===== config.mk =====
export PLATFORM = sky130hd
export DESIGN_NAME = mmio_timer
export DESIGN_NICKNAME = d
export VERILOG_FILES = /design/src/rtl/timer_pkg.sv /design/src/rtl/mmio_timer_lane_align.sv /design/src/rtl/mmio_timer.sv
export SDC_FILE = /design/constraint.sdc
export NUM_CORES = 1
export LEC_CHECK = 0
export CAP_MARGIN = 20
export CORE_MARGIN = 5
export CORE_UTILIZATION = 30
export CTS_BUF_LIST = sky130_fd_sc_hd__clkbuf_16
export DETAILED_ROUTE_END_ITERATION = 8
export GPL_TIMING_DRIVEN = 0
export SLEW_MARGIN = 5
export SYNTH_ARGS = -nofsm -noshare
export SYNTH_HDL_FRONTEND = slang
export SYNTH_HIERARCHICAL = 1
export SYNTH_SLANG_ARGS = --single-unit

===== constraint.sdc =====
create_clock -name clk -period 14.5 [get_ports clk]
set_clock_uncertainty 0.1 [all_clocks]
set_input_delay 1.45 -clock clk [delete_from_list [all_inputs] [get_ports clk]]
set_output_delay 1.45 -clock clk [all_outputs]
set_load 0.02 [all_outputs]

===== src/rtl/timer_pkg.sv =====
// Shared definitions for the memory-mapped timer and the data-memory lane logic.
// Register offsets, funct3 width codes and CTRL bit positions.
// No state; nothing to stall.
package timer_pkg;

    localparam logic [2:0] REG_MTIME_LO = 3'd0;
    localparam logic [2:0] REG_MTIME_HI = 3'd1;
    localparam logic [2:0] REG_CMP_LO   = 3'd2;
    localparam logic [2:0] REG_CMP_HI   = 3'd3;
    localparam logic [2:0] REG_CTRL     = 3'd4;
    localparam logic [2:0] REG_STATUS   = 3'd5;
    localparam logic [2:0] REG_PRESCALE = 3'd6;

    typedef enum logic [2:0] {
        MASK_B  = 3'b000,
        MASK_H  = 3'b001,
        MASK_W  = 3'b010,
        MASK_BU = 3'b100,
        MASK_HU = 3'b101
    } mask_e;

    localparam int CTRL_EN     = 0;
    localparam int CTRL_IRQ_EN = 1;

endpackage


===== src/rtl/mmio_timer_lane_align.sv =====
// Byte-lane store merge and load extract/extend for 32-bit word registers.
// Purely combinational, zero latency.
// No handshake; misaligned or unknown widths give be_o = 0 and rdata_o = 0.
module lane_align
    import timer_pkg::*;
(
    input  logic [1:0]  off_i,
    input  logic [2:0]  mask_i,
    input  logic [31:0] wdata_i,
    input  logic [31:0] old_i,
    input  logic [31:0] rword_i,
    output logic [3:0]  be_o,
    output logic [31:0] merged_o,
    output logic [31:0] rdata_o
);

    logic [4:0]  sh;
    logic [31:0] wal;
    logic [31:0] bm;
    logic [31:0] shifted;

    always_comb begin
        be_o    = 4'b0000;
        wal     = 32'b0;
        rdata_o = 32'b0;
        sh      = {off_i, 3'b000};
        shifted = rword_i >> sh;
        case (mask_e'(mask_i))
            MASK_B, MASK_BU: begin
                be_o    = 4'b0001 << off_i;
                wal     = {24'b0, wdata_i[7:0]} << sh;
                rdata_o = (mask_i == MASK_B) ? {{24{shifted[7]}}, shifted[7:0]}
                                             : {24'b0, shifted[7:0]};
            end
            MASK_H, MASK_HU: begin
                if (!off_i[0]) begin
                    be_o    = 4'b0011 << off_i;
                    wal     = {16'b0, wdata_i[15:0]} << sh;
                    rdata_o = (mask_i == MASK_H) ? {{16{shifted[15]}}, shifted[15:0]}
                                                 : {16'b0, shifted[15:0]};
                end
            end
            MASK_W: begin
                if (off_i == 2'b00) begin
                    be_o    = 4'b1111;
                    wal     = wdata_i;
                    rdata_o = shifted;
                end
            end
            default: ;
        endcase
        bm       = {{8{be_o[3]}}, {8{be_o[2]}}, {8{be_o[1]}}, {8{be_o[0]}}};
        merged_o = (old_i & ~bm) | (wal & bm);
    end

endmodule


===== src/rtl/mmio_timer.sv =====
// Memory-mapped machine timer: 64-bit mtime/mtimecmp, prescaler, sticky pending, level irq.
// Loads answer combinationally; stores commit at the rising edge; irq lags pending by one cycle.
// Always ready: every access completes in the cycle it is presented.
module mmio_timer
    import timer_pkg::*;
#(
    parameter int          PRESCALE_W = 16,
    parameter logic [63:0] CMP_RESET  = 64'hFFFF_FFFF_FFFF_FFFF
) (
    input  logic        clk,
    input  logic        reset,
    input  logic        cs_i,
    input  logic        wr_i,
    input  logic [4:0]  addr_i,
    input  logic [31:0] wdata_i,
    input  logic [2:0]  mask_i,
    output logic [31:0] rdata_o,
    output logic        timer_irq_o
);

    logic [63:0]           mtime_q, mtime_d, cmp_q, cmp_d;
    logic [PRESCALE_W-1:0] psc_q, psc_d, cnt_q, cnt_d;
    logic                  en_q, en_d, irq_en_q, irq_en_d;
    logic                  pend_q, pend_d, irq_q, irq_d;
    logic [31:0]           shadow_q, shadow_d;

    logic [2:0]  idx;
    logic        rd_en, wr_en, tick, clr;
    logic [31:0] live_word, rd_word, lane_rd, merged;
    logic [3:0]  be;

    assign idx   = addr_i[4:2];
    assign rd_en = cs_i & ~wr_i;
    assign wr_en = cs_i & wr_i;

    // Stores merge into the live register; MTIME_HI loads see the shadow instead.
    always_comb begin
        live_word = 32'b0;
        case (idx)
            REG_MTIME_LO: live_word = mtime_q[31:0];
            REG_MTIME_HI: live_word = mtime_q[63:32];
            REG_CMP_LO:   live_word = cmp_q[31:0];
            REG_CMP_HI:   live_word = cmp_q[63:32];
            REG_CTRL:     live_word = {30'b0, irq_en_q, en_q};
            REG_STATUS:   live_word = {31'b0, pend_q};
            REG_PRESCALE: live_word = 32'(psc_q);
            default:      live_word = 32'b0;
        endcase
        rd_word = (idx == REG_MTIME_HI) ? shadow_q : live_word;
    end

    lane_align u_lane_align (
        .off_i    (addr_i[1:0]),
        .mask_i   (mask_i),
        .wdata_i  (wdata_i),
        .old_i    (live_word),
        .rword_i  (rd_word),
        .be_o     (be),
        .merged_o (merged),
        .rdata_o  (lane_rd)
    );

    assign rdata_o     = rd_en ? lane_rd : 32'b0;
    assign timer_irq_o = irq_q;

    always_comb begin
        tick  = 1'b0;
        cnt_d = cnt_q;
        if (en_q) begin
            if (cnt_q == psc_q) begin
                cnt_d = '0;
                tick  = 1'b1;
            end else begin
                cnt_d = cnt_q + 1'b1;
            end
        end

        mtime_d  = mtime_q + {63'b0, tick};
        cmp_d    = cmp_q;
        psc_d    = psc_q;
        en_d     = en_q;
        irq_en_d = irq_en_q;
        clr      = 1'b0;
        shadow_d = (rd_en && idx == REG_MTIME_LO) ? mtime_q[63:32] : shadow_q;

        if (wr_en && be != 4'b0000) begin
            case (idx)
                REG_MTIME_LO: mtime_d = {mtime_q[63:32], merged};
                REG_MTIME_HI: mtime_d = {merged, mtime_q[31:0]};
                REG_CMP_LO:   cmp_d[31:0]  = merged;
                REG_CMP_HI:   cmp_d[63:32] = merged;
                REG_CTRL: begin
                    en_d     = merged[CTRL_EN];
                    irq_en_d = merged[CTRL_IRQ_EN];
                end
                REG_STATUS:   clr = be[0] & merged[0];
                REG_PRESCALE: begin
                    psc_d = merged[PRESCALE_W-1:0];
                    cnt_d = '0;
                end
                default: ;
            endcase
        end

        // A set condition in the same cycle as a clear keeps the flag set.
        pend_d = pend_q & ~clr;
        if (en_q && (mtime_q >= cmp_q)) begin
            pend_d = 1'b1;
        end
        irq_d = pend_q & irq_en_q;
    end

    always_ff @(posedge clk or posedge reset) begin
        if (reset) begin
            mtime_q  <= 64'b0;
            cmp_q    <= CMP_RESET;
            psc_q    <= '0;
            cnt_q    <= '0;
            en_q     <= 1'b0;
            irq_en_q <= 1'b0;
            pend_q   <= 1'b0;
            irq_q    <= 1'b0;
            shadow_q <= 32'b0;
        end else begin
            mtime_q  <= mtime_d;
            cmp_q    <= cmp_d;
            psc_q    <= psc_d;
            cnt_q    <= cnt_d;
            en_q     <= en_d;
            irq_en_q <= irq_en_d;
            pend_q   <= pend_d;
            irq_q    <= irq_d;
            shadow_q <= shadow_d;
        end
    end

endmodule


==> metrics, run 1 <==
fmax around 120 MHz; crit path capture type primary output; mux share of post-synthesis cell area 0.0675; DP Area roughly 15000 sq um; Synth Area in Compound Gates 0.225; largest family of logic cells by synthesized area compound AO/OA/AOI/OAI gates; post-CTS sizing 0; WHS Path Cells 2; finished layout cell area between 15000 and 20000 sq um; setup TNS 0 ns; syn nets between 1500 and 2000; fin. max-slew vios 0; Port Buffer Count 73; largest net degree at the start of global routing 75; worst path required time 12.95 ns; Area growth syn-to-layout 15.5%; I/O pin count 77; status completed; DPL Wire Length 43800 microns; Core Box Area around 45000 sq um; Post-synth EDFFs 0; commonest non-fill, non-tap cells in the layout nand2_1 (142), dfrtp_1 (132), nor2_1 (125), o21ai_0 (113), inv_1 (84); worst vdd ir 0.0973 mV; Post-Synth XOR/XNOR Area 0.0226; count of buffer and inverter cells on the critical path 7; clk_lat worst skew ~0.48 ns; Crit-path slowest cell nor3b_2; Yosys cell types 70; grt ovf 0; Mapped Cells between 1500 and 2000; Crit Path Max Fanout 10; first-pass GRT wire length 83400 microns; critical path data arrival time approximately 6.6 ns; top cell type's share of synthesized area 0.243; Cell Pwr Density approximately 140 nW/um^2; Site Rows 78; largest buffer count on any clock path 2; most common cell after layout, fill and taps aside nand2_1; HP Class flop to flop; layout cells sized above 1 0.136; R2R depth 12; WS Path Type input pin to primary output; postcts setup bufs 0; clk slew on worst S/H paths 0.07 ns; Hold WS 0.383 ns; ant diodes 0; final WL 56800 microns; Synth Cell Area around 14000 sq um; Rel. slew slack 0.212; Leak between 6 and 7 nW; nets@finish 1742; Critical Path Start Type input pin; final period utilization 0.561; vias in the first global route around 13000; simple logic cell fraction of the synthesized area 0.202; Maximum Capacitance Violations 0; top_reg_cell synth dfrtp_1; global placer's final weighted congestion 0.942; Setup Viol. Count Final 0; Synth Register Bits 196; initial antenna violation count 0; die width roughly 220 microns; post-DR vias/cell 5.86; Overall Power about 2.3 mW; Hold Buf Count CTS 0; Synth area leaders dfrtp_1 (24%), dfstp_2 (12%), ha_1 (6.3%); Synth Area in Adders 0.0627; crit-path max cell delay around 0.86 ns; CP Cell Sequence clkdlybuf4s50_1, buf_1, nor3b_2, buf_2, buf_2, buf_1, a21o_1, mux2i_1, or3_4, a211oi_4, buf_6, a21o_1, and2_1, clkdlybuf4s50_1; Top delay family on crit path buffers and inverters; DR pass1 iterations 8; Iter 0 DRT Violations around 1600; Antenna Nets Post-Route 0; routed len/inst 25.3 microns; Synth area leader dfrtp_1; r2r setup slk a little under 10 ns; Avg Cell Area, Syn ~8.8 sq um; starting density of the core 0.301; DR vias roughly 13000; DRC viols 0; final hold violations 0; fraction of registers with async set/reset 1.00; WP depth 14; die area roughly 50000 sq um; CTS Buf Count 17; Clock Tree Root clkbuf_16; RSZ-0062 raised after global routing no; GRT Resource Usage Total 0.222; Synth Warn # 6; CTS tree done; die height 223 microns; H-Tree Depth 4; # fillers between 4000 and 5000; min Tclk post-route approximately 8.1 ns; TritonCTS Sinks 196; register area share after synthesis 0.367; Slew @ Worst Pin 1.17 ns
[synthesized netlist by cell type (all sizes together), types with 3 or more instances]
cell / number
nor3: 45
a21oi: 77
a311oi: 6
nand4: 44
a211oi: 34
or4: 4
nand3: 42
a31oi: 10
nor4: 19
and2: 47
a21o: 50
nor3b: 5
nor2b: 23
xor2: 22
dfstp: 64
or3: 5
a221oi: 5
nand2: 142
ha: 68
and4: 3
a22oi: 9
a22o: 29
o22ai: 13
nor2: 126
mux2i: 6
o21ai: 116
and3: 22
inv: 84
xnor2: 13
a211o: 9
o311ai: 6
dfrtp: 132
buf: 30
o211ai: 6
clkbuf: 66
a221o: 54
o31ai: 7
mux2: 72
[worst paths after layout]
check | from | endpoint
worst max-delay path | addr_i[3] | rdata_o[30]
worst min-delay path | shadow_q[28]$_DFFE_PP0P_ | shadow_q[28]$_DFFE_PP0P_
worst max register to register | psc_q[14]$_DFFE_PP0P_ | mtime_q[58]$_DFFE_PP0P_
worst min register to register | shadow_q[28]$_DFFE_PP0P_ | shadow_q[28]$_DFFE_PP0P_
max in group asynchronous | reset | cmp_q[13]$_DFFE_PP1P_
min in group asynchronous | reset | mtime_q[24]$_DFFE_PP0P_
[power by group]
part / internal, mW / leakage (nW) / switching [mW] / total [mW]
clock network: 0.225 / 0.264 / 0.249 / 0.473
registers: 0.758 / 2.20 / 0.215 / 0.973
logic: 0.332 / 4.22 / 0.495 / 0.827
total: 1.31 / 6.69 / 0.958 / 2.27
[routing by layer]
metal / GRT usage / share of wire
met2: 0.332 / 0.43
met1: 0.303 / 0.43
met5: 0 / 0
met4: 0.107 / 0.046
met3: 0.0505 / 0.095
[flip-flops by register name (all words and copies together) (netlist names)]
name,count
cmp_q,64
mtime_q,64
shadow_q,32
cnt_q,16
psc_q,16
en_q,1
irq_en_q,1
pend_q,1
timer_irq_o,1
[per-stage QoR]
step	worst slack [ns]	util	instances
after floorplan	7.72	-	1535
after global placement	4.59	0.334	2208
after detailed placement	6.45	0.335	2211
after CTS	6.45	0.348	2243
after global routing	6.20	0.348	2243
final	6.37	0.348	2243
[logic make-up after synthesis]
group | Yosys count
simple gates | 535
xor+xnor | 35
compound gates | 441
flops | 196
buf+inv | 180
fa+ha+maj | 68
mux | 80
[area by class of cell]
cell class | count | area [sq um] | share of cell area
Clock inverter | 15 | 125 | 0.00798
Clock buffer | 17 | 425 | 0.0271
Multi-Input combinational cell | 1159 | 7870 | 0.502
Tap cell | 600 | 751 | 0.0479
Buffer | 96 | 408 | 0.0260
Sequential cell | 196 | 4980 | 0.318
Inverter | 84 | 323 | 0.0206
Timing Repair Buffer | 76 | 791 | 0.0504
[worst register-to-register path: stages, from the launching register on]
cell and delay (ns):
dfrtp_1 0.44, xor2_1 0.21, nor4_1 0.28, nand4_1 0.15, nor3_1 0.49, ha_1 0.28, ha_1 0.23, nand4_1 0.27
nor3_2 0.74, nand4_1 0.49, nor3_1 0.46, nor3_1 0.08, a211oi_1 0.26
No activity file was read; power rests on OpenSTA's default activity.
==> inputs of run 2 (changes only) <==
==> constraint.sdc (replaced) <==
create_clock -name clk -period 8.5 [get_ports clk]
set_clock_uncertainty 0.1 [all_clocks]
set_input_delay 0.85 -clock clk [delete_from_list [all_inputs] [get_ports clk]]
set_output_delay 0.85 -clock clk [all_outputs]
set_load 0.02 [all_outputs]
==> results of run 2 <==
Same layout as run 1 (identical final DEF). Status: completed.
Main changes from that run: setup slack after placement 6.45 ns -> 1.65 ns; setup slack after layout 6.37 ns -> 1.57 ns; register-to-register setup slack 9.92 ns -> 3.92 ns; total power 2.27 mW -> 3.88 mW; worst IR drop on VDD 0.0973 mV -> 0.166 mV
